### src/rtl/output_pixel_divider_pkg.sv
// Shared widths, constants and the stage bundle for the pixel divider.
// Imported by the divide stage and the top.
package output_pixel_divider_pkg;

  localparam int NUM_W   = 28;
  localparam int DEN_W   = 20;
  localparam int Q_W     = 8;
  localparam int LATENCY = Q_W + 1;

  localparam logic [Q_W-1:0] QMAX = 8'hFF;

  typedef struct packed {
    logic             vld;
    logic             sat;
    logic [NUM_W-1:0] rem;
    logic [DEN_W-1:0] den;
    logic [Q_W-1:0]   quo;
  } stage_t;

endpackage

### src/rtl/DW01_add.sv
// Behavioural stand-in for the DesignWare adder: SUM/CO = A + B + CI.
// Ports: A, B (width), CI; SUM (width), CO carry out.
module DW01_add #(
  parameter int width = 8
) (
  input  logic [width-1:0] A,
  input  logic [width-1:0] B,
  input  logic             CI,
  output logic [width-1:0] SUM,
  output logic             CO
);

  assign {CO, SUM} = (width+1)'(A) + (width+1)'(B)
                   + (width+1)'(CI);

endmodule

### src/rtl/output_pixel_divider_div_stage.sv
// One restoring-divide step: resolves quotient bit SHIFT.
// Ports: clock, reset_n, i_stg (incoming bundle), o_stg (registered).
module output_pixel_divider_div_stage
  import output_pixel_divider_pkg::*;
#(
  parameter int SHIFT = 0
) (
  input  logic   clock,
  input  logic   reset_n,
  input  stage_t i_stg,
  output stage_t o_stg
);

  logic [NUM_W:0] w_a;
  logic [NUM_W:0] w_dsh;
  logic [NUM_W:0] w_t;
  logic           w_co;
  logic           w_nb;
  logic [Q_W-1:0] w_q;

  assign w_a   = {1'b0, i_stg.rem};
  assign w_dsh = (NUM_W+1)'(i_stg.den) << SHIFT;

  DW01_add #(.width(NUM_W+1)) u_sub (
    .A   (w_a),
    .B   (~w_dsh),
    .CI  (1'b1),
    .SUM (w_t),
    .CO  (w_co)
  );

  // Carry out means no borrow; the top bit is then always clear.
  assign w_nb = w_co & ~w_t[NUM_W];
  assign w_q  = i_stg.quo | (Q_W'(w_nb) << SHIFT);

  always_ff @(posedge clock or negedge reset_n) begin
    if (!reset_n) begin
      o_stg <= '0;
    end else if (!i_stg.vld) begin
      o_stg <= '0;
    end else begin
      o_stg.vld <= 1'b1;
      o_stg.sat <= i_stg.sat;
      o_stg.den <= i_stg.den;
      o_stg.quo <= w_q;
      o_stg.rem <= w_nb ? w_t[NUM_W-1:0] : i_stg.rem;
    end
  end

endmodule

### src/rtl/output_pixel_divider.sv
// Pipelined numerator/denominator divider producing equalized pixels.
// Ports: clock, reset_n, DataIn/StartIn, DenomIn/DenomLoad -> DataOut, StartOut, OutCount.
module output_pixel_divider
  import output_pixel_divider_pkg::*;
(
  input  logic             clock,
  input  logic             reset_n,
  input  logic [NUM_W-1:0] DataIn,
  input  logic             StartIn,
  input  logic [DEN_W-1:0] DenomIn,
  input  logic             DenomLoad,
  output logic [Q_W-1:0]   DataOut,
  output logic             StartOut,
  output logic [DEN_W-1:0] OutCount
);

  logic [DEN_W-1:0] r_den;
  logic [DEN_W-1:0] r_cnt;
  stage_t           r_cap;
  stage_t           w_pipe [Q_W+1];
  logic             w_sat;
  stage_t           w_last;

  // Quotient would not fit in Q_W bits (or divide by zero).
  assign w_sat = (r_den == '0) ||
                 ({1'b0, DataIn} >=
                  (NUM_W+1)'({r_den, {Q_W{1'b0}}}));

  always_ff @(posedge clock or negedge reset_n) begin
    if (!reset_n) begin
      r_cap <= '0;
      r_den <= '0;
    end else begin
      if (StartIn) begin
        r_cap.vld <= 1'b1;
        r_cap.sat <= w_sat;
        r_cap.rem <= DataIn;
        r_cap.den <= r_den;
        r_cap.quo <= '0;
      end else begin
        r_cap <= '0;
      end
      if (DenomLoad) r_den <= DenomIn;
    end
  end

  assign w_pipe[0] = r_cap;

  for (genvar k = 0; k < Q_W; k++) begin : g_stage
    output_pixel_divider_div_stage #(
      .SHIFT(Q_W-1-k)
    ) u_stage (
      .clock   (clock),
      .reset_n (reset_n),
      .i_stg   (w_pipe[k]),
      .o_stg   (w_pipe[k+1])
    );
  end

  assign w_last = w_pipe[Q_W];

  // A pulse coinciding with a reload belongs to the new frame.
  always_ff @(posedge clock or negedge reset_n) begin
    if (!reset_n) begin
      r_cnt <= '0;
    end else if (DenomLoad) begin
      r_cnt <= DEN_W'(w_last.vld);
    end else if (w_last.vld) begin
      r_cnt <= r_cnt + 1'b1;
    end
  end

  assign StartOut = w_last.vld;
  assign DataOut  = !w_last.vld ? '0 :
                    w_last.sat  ? QMAX : w_last.quo;
  assign OutCount = r_cnt;

endmodule

### config.mk
export PLATFORM = sky130hd
export DESIGN_NAME = output_pixel_divider
export DESIGN_NICKNAME = d
export VERILOG_FILES = /design/src/rtl/output_pixel_divider_pkg.sv /design/src/rtl/DW01_add.sv /design/src/rtl/output_pixel_divider_div_stage.sv /design/src/rtl/output_pixel_divider.sv
export SDC_FILE = /design/constraint.sdc
export NUM_CORES = 1
export LEC_CHECK = 0
export BUFFER_PORTS_ARGS = -buffer_cell sky130_fd_sc_hd__buf_2
export CORE_MARGIN = 5
export CORE_UTILIZATION = 35
export DETAILED_ROUTE_END_ITERATION = 8
export HOLD_SLACK_MARGIN = 0.03
export REMOVE_ABC_BUFFERS = 1
export SETUP_SLACK_MARGIN = 0.1
export SYNTH_ARGS = -nofsm -noshare
export SYNTH_HDL_FRONTEND = slang
export SYNTH_SLANG_ARGS = --single-unit
### constraint.sdc
create_clock -name clock -period 3.1 [get_ports clock]
set_input_delay 0.31 -clock clock [delete_from_list [all_inputs] [get_ports clock]]
set_output_delay 0.31 -clock clock [all_outputs]
set_load 0.03 [all_outputs]
==> run metrics <==
FF/Latch Area=0.01196 mm^2; Least-Margin Pin Slew=1166 ps; diode count=0; first-pass GRT wire length=96.63 mm; WL met3=1.986 mm; clk_lat worst skew=600 ps; CP startpoint=g_stage[5].u_stage.o_stg[29]; Max H-tree Level=2; routability cong.=0.8800; relative slew slack=22.21%; share of layout cells above drive strength 1=13.44%; total power=28.42 mW; clock root buffer=clkbuf_16; Cells after Synth=2707; Final setup viols=0; First-pass DRT Iterations=5; yosys warns=0; Die Width=281.6 um; core area=0.07308 mm^2; Slew Limit Fails=0; WL final=59.05 mm; Avg Inst Size Synth=9.540 um^2; Worst Hold Class=primary input to flop; antenna-violating nets left=0; Final Net Count=3156; status=finished, final reports clean; routed vias/inst=4.937; Leak=14.37 nW; Worst-path clk slew=60 ps; DP Area=0.02788 mm^2; CTS Buf Count=50; Clock Tree Buf Depth=3; Worst setup EP type=flop; unrepaired setup endpoints after global routing=yes; P per Cell Area=922.7 mW/mm^2; 1st-iter DRT viols=936; footprint of the multi-input gates=0.01300 mm^2; min Tclk post-route=3008 ps; row count=99; antenna violations before repair=0; Post-synth top flop=dfrtp_1; Data arrival, critical path=3460 ps; Port Buffers=80; hold path start=StartIn; GRT overflow=0; final instance area=0.03080 mm^2; Clock Skews=20.42 ps; DPL Wire Length=43.72 mm; vias in the first global route=19461; period utilisation layout=97.03%; GRT Total Usage=14.51%; Ports=81; fmax=332.5 MHz; number of remaining DRC errors=0; crit path max fanout=6; largest net degree at the start of global routing=98; Crit Reg-Reg Startpoint=g_stage[5].u_stage.o_stg[29]; number of enable flip-flop cells after synthesis=0; Max Cap Viol=0; DRT met1 WL=25.18 mm; WL met2=29.43 mm; CTS tree=built; Initial Util=35.34%; Mapped Area=0.02583 mm^2; number of synthesized register bits=478; die height=281.6 um; maximum VDD drop=498.0 uV; area grow syn2layout=19.27%; vias after detailed routing=19314; WL per Instance=15.09 um; sequential-to-total area share from yosys stat=46.32%; clock sink total=478; Post-synth ARST share=100.0%; Total Neg Setup Slack=0 ps; Util after Layout=42.15%; Synth cell types=87; Worst setup SP type=flop; Worst Path Class, Setup=flop to flop; final hold vios=0; Req. time, crit path=3550 ps; uppermost layer routed=met4; Die ar.=0.07932 mm^2; # fillers=7102
[per-layer routing]
metal,up-vias,global-route usage [%]
met4,0,5.498
met3,133,2.095
met5,-,0
met2,345,26.09
li1,9852,-
met1,8984,17.68
[flip-flops by register name, indices dropped and copies added, names as in the netlist]
signal / count
r_cap: 50
g_stage.u_stage.o_stg: 388
r_den: 20
OutCount: 20
[worst paths after layout]
kind                                           endpoint  slack (ps)  depth (start not counted)
setup / recovery           g_stage[6].u_stage.o_stg[31]          90                         14
hold / removal                                r_cap[57]         190                          1
setup reg to reg           g_stage[6].u_stage.o_stg[31]          90                         14
hold reg to reg            g_stage[3].u_stage.o_stg[28]         440                          1
max in group asynchronous                     r_den[16]        1950                          3
min in group asynchronous   g_stage[6].u_stage.o_stg[9]         240                          2
[cells in the mapped netlist, types with 16 or more instances]
cell type	count	share of area [%]
a211oi_1	34	0.99
a21o_1	76	2.2
a21oi_1	194	3.8
and2_1	137	3.3
and3_1	26	0.63
clkbuf_1	72	1.0
dfrtp_1	478	46
ha_1	180	8.7
inv_1	229	3.3
mux2i_1	50	1.9
nand2_1	158	2.3
nand2b_1	21	0.51
nand3_1	86	1.7
nand4_1	16	0.39
nor2_1	277	4.0
nor2b_1	22	0.53
nor3_1	42	0.81
o211ai_1	24	0.70
o21a_1	40	1.2
o21ai_0	144	2.8
or3_1	22	0.53
xnor2_1	68	2.3
xor2_1	41	1.4
[worst max-delay path, stage by stage (launching register included)]
cell and delay (ps):
dfrtp_1 370, inv_2 70, ha_4 140, inv_4 40, fa_2 420, a21oi_4 180
o2bb2ai_4 100, o31ai_4 300, o211ai_1 180, a22o_2 300, a31oi_4 200, buf_6 160
buf_12 140, mux2i_1 220, nor2_1 60
[cells in the final DEF (no fill, tap or decap), types with 10 or more instances in the layout]
cell           count
a21oi_1          183
ha_1             174
nand3_1           86
a31oi_1           13
inv_1            224
or2_2             10
nand4_1           16
or4_1             10
and2_1           137
buf_12            11
a211oi_2          11
a21o_1            76
xnor2_1           68
o31a_1            12
o31ai_1           11
a21oi_2           10
nand2_1          157
o21ai_0          138
o21a_1            40
or3_1             22
a211oi_1          25
clkbuf_8          10
nor3_1            39
clkbuf_16         52
dlygate4sd3_1     49
dfrtp_1          478
and3_1            26
nand2b_1          21
xor2_1            41
buf_4            104
nor2_1           275
mux2i_1           48
o41ai_1           10
buf_2             81
o211ai_1          24
nor4_1            14
nor2b_1           19
[cell families after synthesis]
family                     after synthesis  share of synthesized area, %
buffers and inverters                  331                         4.946
xor gates and xnor gates               109                         3.697
and+or+nand+nor                        865                         16.37
muxes                                   53                         2.069
AOI/OAI and AO/OA                      684                         17.34
DFF                                    478                         46.32
adders and majority gates              187                         9.263
[timing repair]
action	CTS	global route
setup buffers	10	16
setup endpoints to repair	44	140
pin swaps	8	39
hold endpoints to repair	98	0
hold buffers	49	0
gates resized for setup	12	99
gates cloned	1	6
[where the power goes]
group          switching, mW  internal [mW]  total [mW]
registers              0.490           7.05        7.54
clock network           2.47           3.74        6.20
logic                   7.95           6.72        14.7
[area by class of cell]
class,instances,share of cell area (%)
multi-input combinational,1898,42.19
clock buffer,66,4.651
timing repair buffer,256,6.670
sequential,478,38.83
inverter,233,2.848
clock inverter,22,0.9140
tap,959,3.896
[per-stage QoR]
stage	hold WS, ps	std cells	worst slack (ps)
final	189.6	3912	92.22
after global routing	210.5	3912	-40.08
after CTS	154.4	3891	54.76
after detailed placement	262.2	3743	-67.47
after global placement	259.3	3743	29.13
after floorplan	14.41	2609	-132.2
Power figures use the tool's default switching activity.
